File: config.mk
export PLATFORM = sky130hd
export DESIGN_NAME = alu_ctrl_seq
export DESIGN_NICKNAME = d
export VERILOG_FILES = /design/src/rtl/alu_ctrl_pkg.sv /design/src/rtl/alu_ctrl_seq_split.sv /design/src/rtl/alu_ctrl_seq.sv
export SDC_FILE = /design/constraint.sdc
export NUM_CORES = 1
export LEC_CHECK = 0
export ABC_CLOCK_PERIOD_IN_PS = 2300
export CAP_MARGIN = 5
export CORE_MARGIN = 3
export CORE_UTILIZATION = 47
export CTS_BUF_LIST = sky130_fd_sc_hd__clkbuf_8
export CTS_CLUSTER_SIZE = 25
export DETAILED_ROUTE_END_ITERATION = 12
export GPL_TIMING_DRIVEN = 0
export PLACE_DENSITY = 0.84
export SKIP_CTS_REPAIR_TIMING = 1
export SLEW_MARGIN = 25
export SYNTH_ARGS = -nofsm -noshare
export SYNTH_HDL_FRONTEND = slang
export SYNTH_SLANG_ARGS = --single-unit
File: constraint.sdc
create_clock -name clk -period 2.3 [get_ports clk]
set_input_delay 0.23 -clock clk [delete_from_list [all_inputs] [get_ports clk]]
set_output_delay 0.23 -clock clk [all_outputs]
set_load 0.005 [all_outputs]
File: src/rtl/alu_ctrl_pkg.sv
// Shared constants, state encoding and the single-step decode for alu_ctrl_seq.
// Under ALUop 2, funct 0x00/0x02/0x03 (SLL/SRL/SRA) become multi-step shifts.
package alu_ctrl_pkg;

    localparam int CODE_W = 6;

    localparam logic [4:0] ALUOP_ADD   = 5'd0;
    localparam logic [4:0] ALUOP_SUB   = 5'd1;
    localparam logic [4:0] ALUOP_RTYPE = 5'd2;
    localparam logic [4:0] ALUOP_ADDU  = 5'd3;
    localparam logic [4:0] ALUOP_AND   = 5'd4;
    localparam logic [4:0] ALUOP_OR    = 5'd5;
    localparam logic [4:0] ALUOP_XOR   = 5'd6;
    localparam logic [4:0] ALUOP_SLT   = 5'd7;
    localparam logic [4:0] ALUOP_SLTU  = 5'd8;
    localparam logic [4:0] ALUOP_LUI   = 5'd9;

    localparam logic [5:0] FUNCT_SLL   = 6'h00;
    localparam logic [5:0] FUNCT_SRL   = 6'h02;
    localparam logic [5:0] FUNCT_SRA   = 6'h03;
    localparam logic [5:0] FUNCT_MFHI  = 6'h10;
    localparam logic [5:0] FUNCT_MFLO  = 6'h12;
    localparam logic [5:0] FUNCT_MULTU = 6'h19;
    localparam logic [5:0] FUNCT_ADD   = 6'h20;
    localparam logic [5:0] FUNCT_ADDU  = 6'h21;
    localparam logic [5:0] FUNCT_SUBU  = 6'h23;
    localparam logic [5:0] FUNCT_AND   = 6'h24;
    localparam logic [5:0] FUNCT_OR    = 6'h25;
    localparam logic [5:0] FUNCT_XOR   = 6'h26;
    localparam logic [5:0] FUNCT_SLT   = 6'h2A;
    localparam logic [5:0] FUNCT_SLTU  = 6'h2B;
    localparam logic [5:0] FUNCT_X30   = 6'h30;
    localparam logic [5:0] FUNCT_X32   = 6'h32;

    localparam logic [5:0] CODE_NOP   = 6'h00;
    localparam logic [5:0] CODE_AND   = 6'h00;
    localparam logic [5:0] CODE_OR    = 6'h01;
    localparam logic [5:0] CODE_ADD   = 6'h02;
    localparam logic [5:0] CODE_ADDU  = 6'h03;
    localparam logic [5:0] CODE_XOR   = 6'h04;
    localparam logic [5:0] CODE_SUB   = 6'h06;
    localparam logic [5:0] CODE_SLT   = 6'h07;
    localparam logic [5:0] CODE_SLTU  = 6'h08;
    localparam logic [5:0] CODE_LUI   = 6'h09;
    localparam logic [5:0] CODE_SLL1  = 6'h0A;
    localparam logic [5:0] CODE_SRL1  = 6'h0D;
    localparam logic [5:0] CODE_SRA1  = 6'h10;
    localparam logic [5:0] CODE_MULTU = 6'h13;
    localparam logic [5:0] CODE_X30   = 6'h30;
    localparam logic [5:0] CODE_X32   = 6'h32;

    localparam logic [1:0] ST_IDLE  = 2'd0;
    localparam logic [1:0] ST_RUN   = 2'd1;
    localparam logic [1:0] ST_ISSUE = 2'd2;

    // Primitive amount select: 0 = by 1, 1 = by 2, 2 = by 8.
    localparam logic [1:0] AMT_1 = 2'd0;
    localparam logic [1:0] AMT_2 = 2'd1;
    localparam logic [1:0] AMT_8 = 2'd2;

    typedef enum logic [1:0] {SK_SLL = 2'd0, SK_SRL = 2'd1, SK_SRA = 2'd2} shift_kind_e;

    typedef struct packed {
        logic        is_shift;
        shift_kind_e kind;
        logic [5:0]  code;
    } op_dec_t;

    function automatic op_dec_t decode_op(input logic [4:0] alu_op, input logic [5:0] funct);
        op_dec_t d;
        d.is_shift = 1'b0;
        d.kind     = SK_SLL;
        d.code     = CODE_NOP;
        case (alu_op)
            ALUOP_ADD:  d.code = CODE_ADD;
            ALUOP_SUB:  d.code = CODE_SUB;
            ALUOP_ADDU: d.code = CODE_ADDU;
            ALUOP_AND:  d.code = CODE_AND;
            ALUOP_OR:   d.code = CODE_OR;
            ALUOP_XOR:  d.code = CODE_XOR;
            ALUOP_SLT:  d.code = CODE_SLT;
            ALUOP_SLTU: d.code = CODE_SLTU;
            ALUOP_LUI:  d.code = CODE_LUI;
            ALUOP_RTYPE: begin
                case (funct)
                    FUNCT_SLL:   begin d.is_shift = 1'b1; d.kind = SK_SLL; end
                    FUNCT_SRL:   begin d.is_shift = 1'b1; d.kind = SK_SRL; end
                    FUNCT_SRA:   begin d.is_shift = 1'b1; d.kind = SK_SRA; end
                    FUNCT_ADD:   d.code = CODE_ADD;
                    FUNCT_ADDU:  d.code = CODE_ADDU;
                    FUNCT_SUBU:  d.code = CODE_SUB;
                    FUNCT_AND:   d.code = CODE_AND;
                    FUNCT_OR:    d.code = CODE_OR;
                    FUNCT_XOR:   d.code = CODE_XOR;
                    FUNCT_SLT:   d.code = CODE_SLT;
                    FUNCT_SLTU:  d.code = CODE_SLTU;
                    FUNCT_MULTU: d.code = CODE_MULTU;
                    FUNCT_MFHI, FUNCT_MFLO: d.code = CODE_NOP;
                    FUNCT_X30:   d.code = CODE_X30;
                    FUNCT_X32:   d.code = CODE_X32;
                    default:     d.code = CODE_NOP;
                endcase
            end
            default: d.code = CODE_NOP;
        endcase
        return d;
    endfunction

    function automatic logic [5:0] prim_code(input shift_kind_e kind, input logic [1:0] amt);
        logic [5:0] base;
        case (kind)
            SK_SRL:  base = CODE_SRL1;
            SK_SRA:  base = CODE_SRA1;
            default: base = CODE_SLL1;
        endcase
        return base + {4'b0000, amt};
    endfunction

endpackage

File: src/rtl/alu_ctrl_seq_split.sv
// Splits a shift amount into counts of by-8, by-2 and by-1 primitives.
// Legacy mode only recognises amounts the ALU can do in one step (1, 2, 8).
module shift_step_split #(
    parameter int SHAMT_W    = 5,
    parameter bit ENABLE_SEQ = 1'b1
) (
    input  logic [SHAMT_W-1:0] shamt,
    output logic [SHAMT_W-1:0] n8,
    output logic [1:0]         n2,
    output logic               n1,
    output logic               is_1,
    output logic               is_2,
    output logic               is_8
);

    always_comb begin
        is_1 = (shamt == SHAMT_W'(1));
        is_2 = (shamt == SHAMT_W'(2));
        is_8 = (shamt == SHAMT_W'(8));
        if (ENABLE_SEQ) begin
            n8 = shamt >> 3;
            n2 = shamt[2:1];
            n1 = shamt[0];
        end else begin
            n8 = SHAMT_W'(is_8);
            n2 = {1'b0, is_2};
            n1 = is_1;
        end
    end

endmodule

File: src/rtl/alu_ctrl_seq.sv
// ALU control decoder that also sequences arbitrary shifts as chains of
// by-8/by-2/by-1 primitives. Handshake: an op is taken on any rising edge with
// in_valid && in_ready; steps are never stalled, one per cycle while out_valid.
module alu_ctrl_seq
    import alu_ctrl_pkg::*;
#(
    parameter int SHAMT_W    = 5,
    parameter int CTRL_W     = 6,
    parameter bit ENABLE_SEQ = 1'b1
) (
    input  logic               clk,
    input  logic               reset,
    input  logic               in_valid,
    output logic               in_ready,
    input  logic [5:0]         functionCode,
    input  logic [4:0]         ALUop,
    input  logic [SHAMT_W-1:0] Shamt,
    output logic               out_valid,
    output logic [CTRL_W-1:0]  out_ctrl,
    output logic               out_feedback,
    output logic               out_last,
    output logic [1:0]         dbg_state
);

    logic [1:0]         state_q, state_d;
    logic [SHAMT_W-1:0] cnt8_q, cnt8_d;
    logic [1:0]         cnt2_q, cnt2_d;
    logic               cnt1_q, cnt1_d;
    shift_kind_e        kind_q, kind_d;
    logic               out_valid_q, out_valid_d;
    logic [CTRL_W-1:0]  out_ctrl_q, out_ctrl_d;
    logic               out_feedback_q, out_feedback_d;
    logic               out_last_q, out_last_d;

    op_dec_t            dec;
    logic [SHAMT_W-1:0] sp8, src8;
    logic [1:0]         sp2, src2;
    logic               sp1, src1;
    logic               is_1, is_2, is_8;
    logic               accept, shift_nop, take_step;
    logic [1:0]         amt_sel;

    shift_step_split #(
        .SHAMT_W    (SHAMT_W),
        .ENABLE_SEQ (ENABLE_SEQ)
    ) u_split (
        .shamt (Shamt),
        .n8    (sp8),
        .n2    (sp2),
        .n1    (sp1),
        .is_1  (is_1),
        .is_2  (is_2),
        .is_8  (is_8)
    );

    assign dec       = decode_op(ALUop, functionCode);
    assign in_ready  = (state_q == ST_IDLE) || out_last_q;
    assign accept    = in_valid && in_ready;
    assign shift_nop = ENABLE_SEQ ? (Shamt == '0) : !(is_1 || is_2 || is_8);

    always_comb begin
        state_d        = ST_IDLE;
        cnt8_d         = '0;
        cnt2_d         = '0;
        cnt1_d         = 1'b0;
        kind_d         = kind_q;
        out_valid_d    = 1'b0;
        out_ctrl_d     = '0;
        out_feedback_d = 1'b0;
        out_last_d     = 1'b0;
        take_step      = 1'b0;
        src8           = cnt8_q;
        src2           = cnt2_q;
        src1           = cnt1_q;
        amt_sel        = AMT_1;

        if (accept) begin
            kind_d      = dec.kind;
            out_valid_d = 1'b1;
            if (dec.is_shift && !shift_nop) begin
                take_step = 1'b1;
                src8      = sp8;
                src2      = sp2;
                src1      = sp1;
            end else begin
                out_ctrl_d = CTRL_W'(dec.is_shift ? CODE_NOP : dec.code);
                out_last_d = 1'b1;
                state_d    = ST_ISSUE;
            end
        end else if (state_q == ST_RUN && !out_last_q) begin
            take_step      = 1'b1;
            out_valid_d    = 1'b1;
            out_feedback_d = 1'b1;
        end

        // Largest primitive first; counters hold what remains after this step.
        if (take_step) begin
            cnt8_d = src8;
            cnt2_d = src2;
            cnt1_d = src1;
            if (src8 != '0) begin
                amt_sel = AMT_8;
                cnt8_d  = src8 - SHAMT_W'(1);
            end else if (src2 != 2'd0) begin
                amt_sel = AMT_2;
                cnt2_d  = src2 - 2'd1;
            end else begin
                amt_sel = AMT_1;
                cnt1_d  = 1'b0;
            end
            out_ctrl_d = CTRL_W'(prim_code(kind_d, amt_sel));
            out_last_d = (cnt8_d == '0) && (cnt2_d == 2'd0) && !cnt1_d;
            state_d    = (accept && out_last_d) ? ST_ISSUE : ST_RUN;
        end
    end

    always_ff @(posedge clk) begin
        if (reset) begin
            state_q        <= ST_IDLE;
            cnt8_q         <= '0;
            cnt2_q         <= '0;
            cnt1_q         <= 1'b0;
            kind_q         <= SK_SLL;
            out_valid_q    <= 1'b0;
            out_ctrl_q     <= '0;
            out_feedback_q <= 1'b0;
            out_last_q     <= 1'b0;
        end else begin
            state_q        <= state_d;
            cnt8_q         <= cnt8_d;
            cnt2_q         <= cnt2_d;
            cnt1_q         <= cnt1_d;
            kind_q         <= kind_d;
            out_valid_q    <= out_valid_d;
            out_ctrl_q     <= out_ctrl_d;
            out_feedback_q <= out_feedback_d;
            out_last_q     <= out_last_d;
        end
    end

    assign out_valid    = out_valid_q;
    assign out_ctrl     = out_ctrl_q;
    assign out_feedback = out_feedback_q;
    assign out_last     = out_last_q;
    assign dbg_state    = state_q;

endmodule

==> flow_summary.yaml <==
timing:
  fin_hold_ws_ps: 305
  final_critical_path_setup_slack_ps: -135
  slew_headroom: 0.634
  report.final.setup_viol: 1
  final_period_minus_worst_setup_slack_ps: 2440
  worst_clock_skew_ps: 6.65
  hold_violations: 0
  drv_slew: 0
  worst_pin_slew_ps: 541
  achievable-frequency_mhz: 411
  min_period_over_period: 1.06
  rsz0062_at_grt: "yes"
clock_network:
  clk_pin_slew_ps: 80
  cts_inserted_buffers: 3
  maximum_level_of_the_cts_h_tree: 1
  clkLatencyLatePin_ps: 260
  cts-root-to-sink-buffers: 2
  clock-root-buffer: "sky130_fd_sc_hd__clkbuf_8"
  tritoncts: "done"
  cts.sink_count: 21
finish:
  drive_gt1_frac: 0.224
  design_area_sq_um: 1940
  design.final.nets: 231
  seq_area_sq_um: 427
  area.growth.synth_to_final_pct: 36.9
  final_cell_mix: "sky130_fd_sc_hd__dfxtp_1 (18), sky130_fd_sc_hd__nand2_1 (14), sky130_fd_sc_hd__nor2_1 (14)"
  fillCellCount: 215
  mostFrequentLayoutCell: "sky130_fd_sc_hd__dfxtp_1"
  antenna_cells_inserted: 0
  multiInputGateArea_sq_um: 1000
die:
  ios: 31
  chipHeight_um: 60.8
  die_w_um: 60.8
  initial_core_util: 0.504
  standard_cell_row_count: 19
  area_of_the_core_sq_um: 2810
  floorplan.die_area_sq_um: 3700
worst_hold_path:
  hold_path_startpoint: "Shamt[2]"
  timing.hold.worst.class: "input port to flip-flop"
  holdPathStages: 3
  hold_worst_path_end: "cnt2_q[1]$_SDFF_PP0_"
route:
  drc_marker_count_from_the_first_detailed_route_iteration: 62
  totalWireLength_um: 3650
  drt_pass1_iterations: 4
  detailroute.via_count: 1403
  viasPerCell: 5.94
  average_detailed_routed_wire_length_per_instance_um: 15.5
  detail-route-antenna-nets: 0
  drcViolationCount: 0
critical_path:
  worst_r2r_startpoint: "dbg_state[0]$_SDFF_PP0_"
  crit_path_max_incr_delay_ps: 600
  worstSetupStartpointType: "input port"
  r2r_setup_slack_ps: -120
  timing.setup.critical_path_class: "input port to flip-flop"
  crit_path_max_fanout: 7
  timing.rr.end: "out_ctrl[5]$_SDFF_PP0_"
  timing.critical_path.slowest_stage_cell: "sky130_fd_sc_hd__fa_1"
  rr_worst_depth: 9
  critical_path.cell_chain: "clkbuf_2 > or4_4 > nor2_8 > nor3_4 > mux2_4 > fa_1 > a21oi_2 > nor4bb_1 > o21ai_1 > nand2_1"
  crit_arrival_ps: 2640
  worstSetupEndpointType: "flip-flop"
  critPathRequiredTime_ps: 2510
synth:
  ys_dominant_reg_cell: "sky130_fd_sc_hd__dfxtp_1"
  syn_nets: 186
  synth_area_sq_um: 1410
  synth-edff-count: 0
  synth.lib_cells_used.distinct: 57
  synth.ff_latch_count: 21
  proportion_of_synthesized_chip_area_in_sequential_cells: 0.297
  post_synth_inst_count: 161
  yosys_warning_count: 0
  synth.avg_cell_area_sq_um: 8.78
  asyncSetResetFlopFracSynth: 0
power:
  vdd_ir_drop_max_mv: 0.225
  total_leakage_power_uw: 0.000871
  power.total_uw: 744
  power_density_nw_per_um2: 384
global_route:
  globalRouteOverflowTotal: 0
  total_global_route_track_usage: 0.189
  first_global_vias: 1245
  global_route_wire_length_before_repair_um: 5260
  pin_count_of_the_biggest_net_entering_global_routing: 12
  grt_antenna_before_repair: 0
placement:
  io_buffers: 28
  place_congestion: 0.833
  dp_hpwl_um: 2630
  dp_slack_ps: -860
  place_area_sq_um: 1730
status:
  status: "finished, violations left"
  violated_checks: "negative setup slack"
flow_run:
  cap_violations: 0
## where the power goes
part           total, uW  switching (uW)  internal, uW
Clock                241             122           119
Sequential           370            3.20           366
Combinational        133            69.7          63.1
Total                744             195           549
## stage by stage
step	utilization	setup TNS [ps]	instances
floorplan	-	-61.8	161
global placement	0.618	-2490	220
detailed placement	0.618	-2820	220
CTS	0.634	-1460	224
global route	0.690	-283	236
finish	0.690	-135	236
## worst max-delay path: cells and delay by family
kind	cells	cell delay, ps
fa+ha+maj	1	600
simple gates	5	1160
compound gates	2	190
buf+inv	1	140
mux	1	330
## sequential cells by signal (all words and copies together) (netlist names)
register	flops
cnt1_q	1
cnt2_q	2
cnt8_q	5
dbg_state	2
kind_q	2
out_ctrl	6
out_feedback	1
out_last	1
out_valid	1
## worst max-delay path by stage
stage | startpoint | end | slack [ps]
after global placement | functionCode[4] | out_ctrl[5]$_SDFF_PP0_ | -810
final | Shamt[1] | out_ctrl[5]$_SDFF_PP0_ | -140
after floorplan | functionCode[3] | out_ctrl[5]$_SDFF_PP0_ | -60
after CTS | functionCode[4] | out_ctrl[5]$_SDFF_PP0_ | -630
after global routing | dbg_state[0]$_SDFF_PP0_ | out_ctrl[5]$_SDFF_PP0_ | -250
after detailed placement | functionCode[4] | out_ctrl[5]$_SDFF_PP0_ | -860
## layout make-up
cell class              count  share of cell area
clock inverters             1             0.00194
multi-input cells         132               0.518
clock buffers               3              0.0213
flip-flops and latches     21               0.220
well taps                  31              0.0200
repair buffers             40               0.195
inverters                   5             0.00970
plain buffers               3              0.0136
## synthesized netlist by cell type, types with 2 or more instances
master | instances | area (sq um)
sky130_fd_sc_hd__nor3b_1 | 4 | 30.0
sky130_fd_sc_hd__a21oi_1 | 10 | 50.1
sky130_fd_sc_hd__and2_1 | 4 | 25.0
sky130_fd_sc_hd__inv_1 | 5 | 18.8
sky130_fd_sc_hd__nand3_1 | 2 | 10.0
sky130_fd_sc_hd__o311a_1 | 2 | 20.0
sky130_fd_sc_hd__ha_1 | 5 | 62.6
sky130_fd_sc_hd__o21ai_1 | 4 | 20.0
sky130_fd_sc_hd__o21ai_0 | 7 | 35.0
sky130_fd_sc_hd__and2b_1 | 2 | 15.0
sky130_fd_sc_hd__nand2_1 | 14 | 52.6
sky130_fd_sc_hd__a211oi_1 | 2 | 15.0
sky130_fd_sc_hd__nor2_1 | 14 | 52.6
sky130_fd_sc_hd__nor2b_1 | 5 | 31.3
sky130_fd_sc_hd__xor2_1 | 4 | 35.0
sky130_fd_sc_hd__nor3_1 | 6 | 30.0
sky130_fd_sc_hd__nand4_1 | 4 | 25.0
sky130_fd_sc_hd__nor4b_1 | 2 | 17.5
sky130_fd_sc_hd__clkbuf_1 | 2 | 7.51
sky130_fd_sc_hd__o31a_1 | 2 | 17.5
sky130_fd_sc_hd__o22ai_1 | 2 | 12.5
sky130_fd_sc_hd__nand2b_1 | 3 | 18.8
sky130_fd_sc_hd__dfxtp_1 | 21 | 420
sky130_fd_sc_hd__a211oi_2 | 2 | 25.0
## cell families (layout without fill, tap and decap cells)
group	after synthesis	after routing	synth area share
simple gates	76	76	0.350
compound gates	45	45	0.232
flops	21	21	0.297
buf+inv	8	52	0.0266
fa+ha+maj	6	6	0.0584
xor+xnor	4	4	0.0248
mux	1	1	0.0106
## layer usage
layer,wire (um),global-route usage,vias up
met1,1500,0.214,661
li1,-,-,692
met2,1930,0.363,42
met4,75,0.0650,0
met3,146,0.0191,8
met5,0,0,-
No activity file was read; power rests on OpenSTA's default activity.
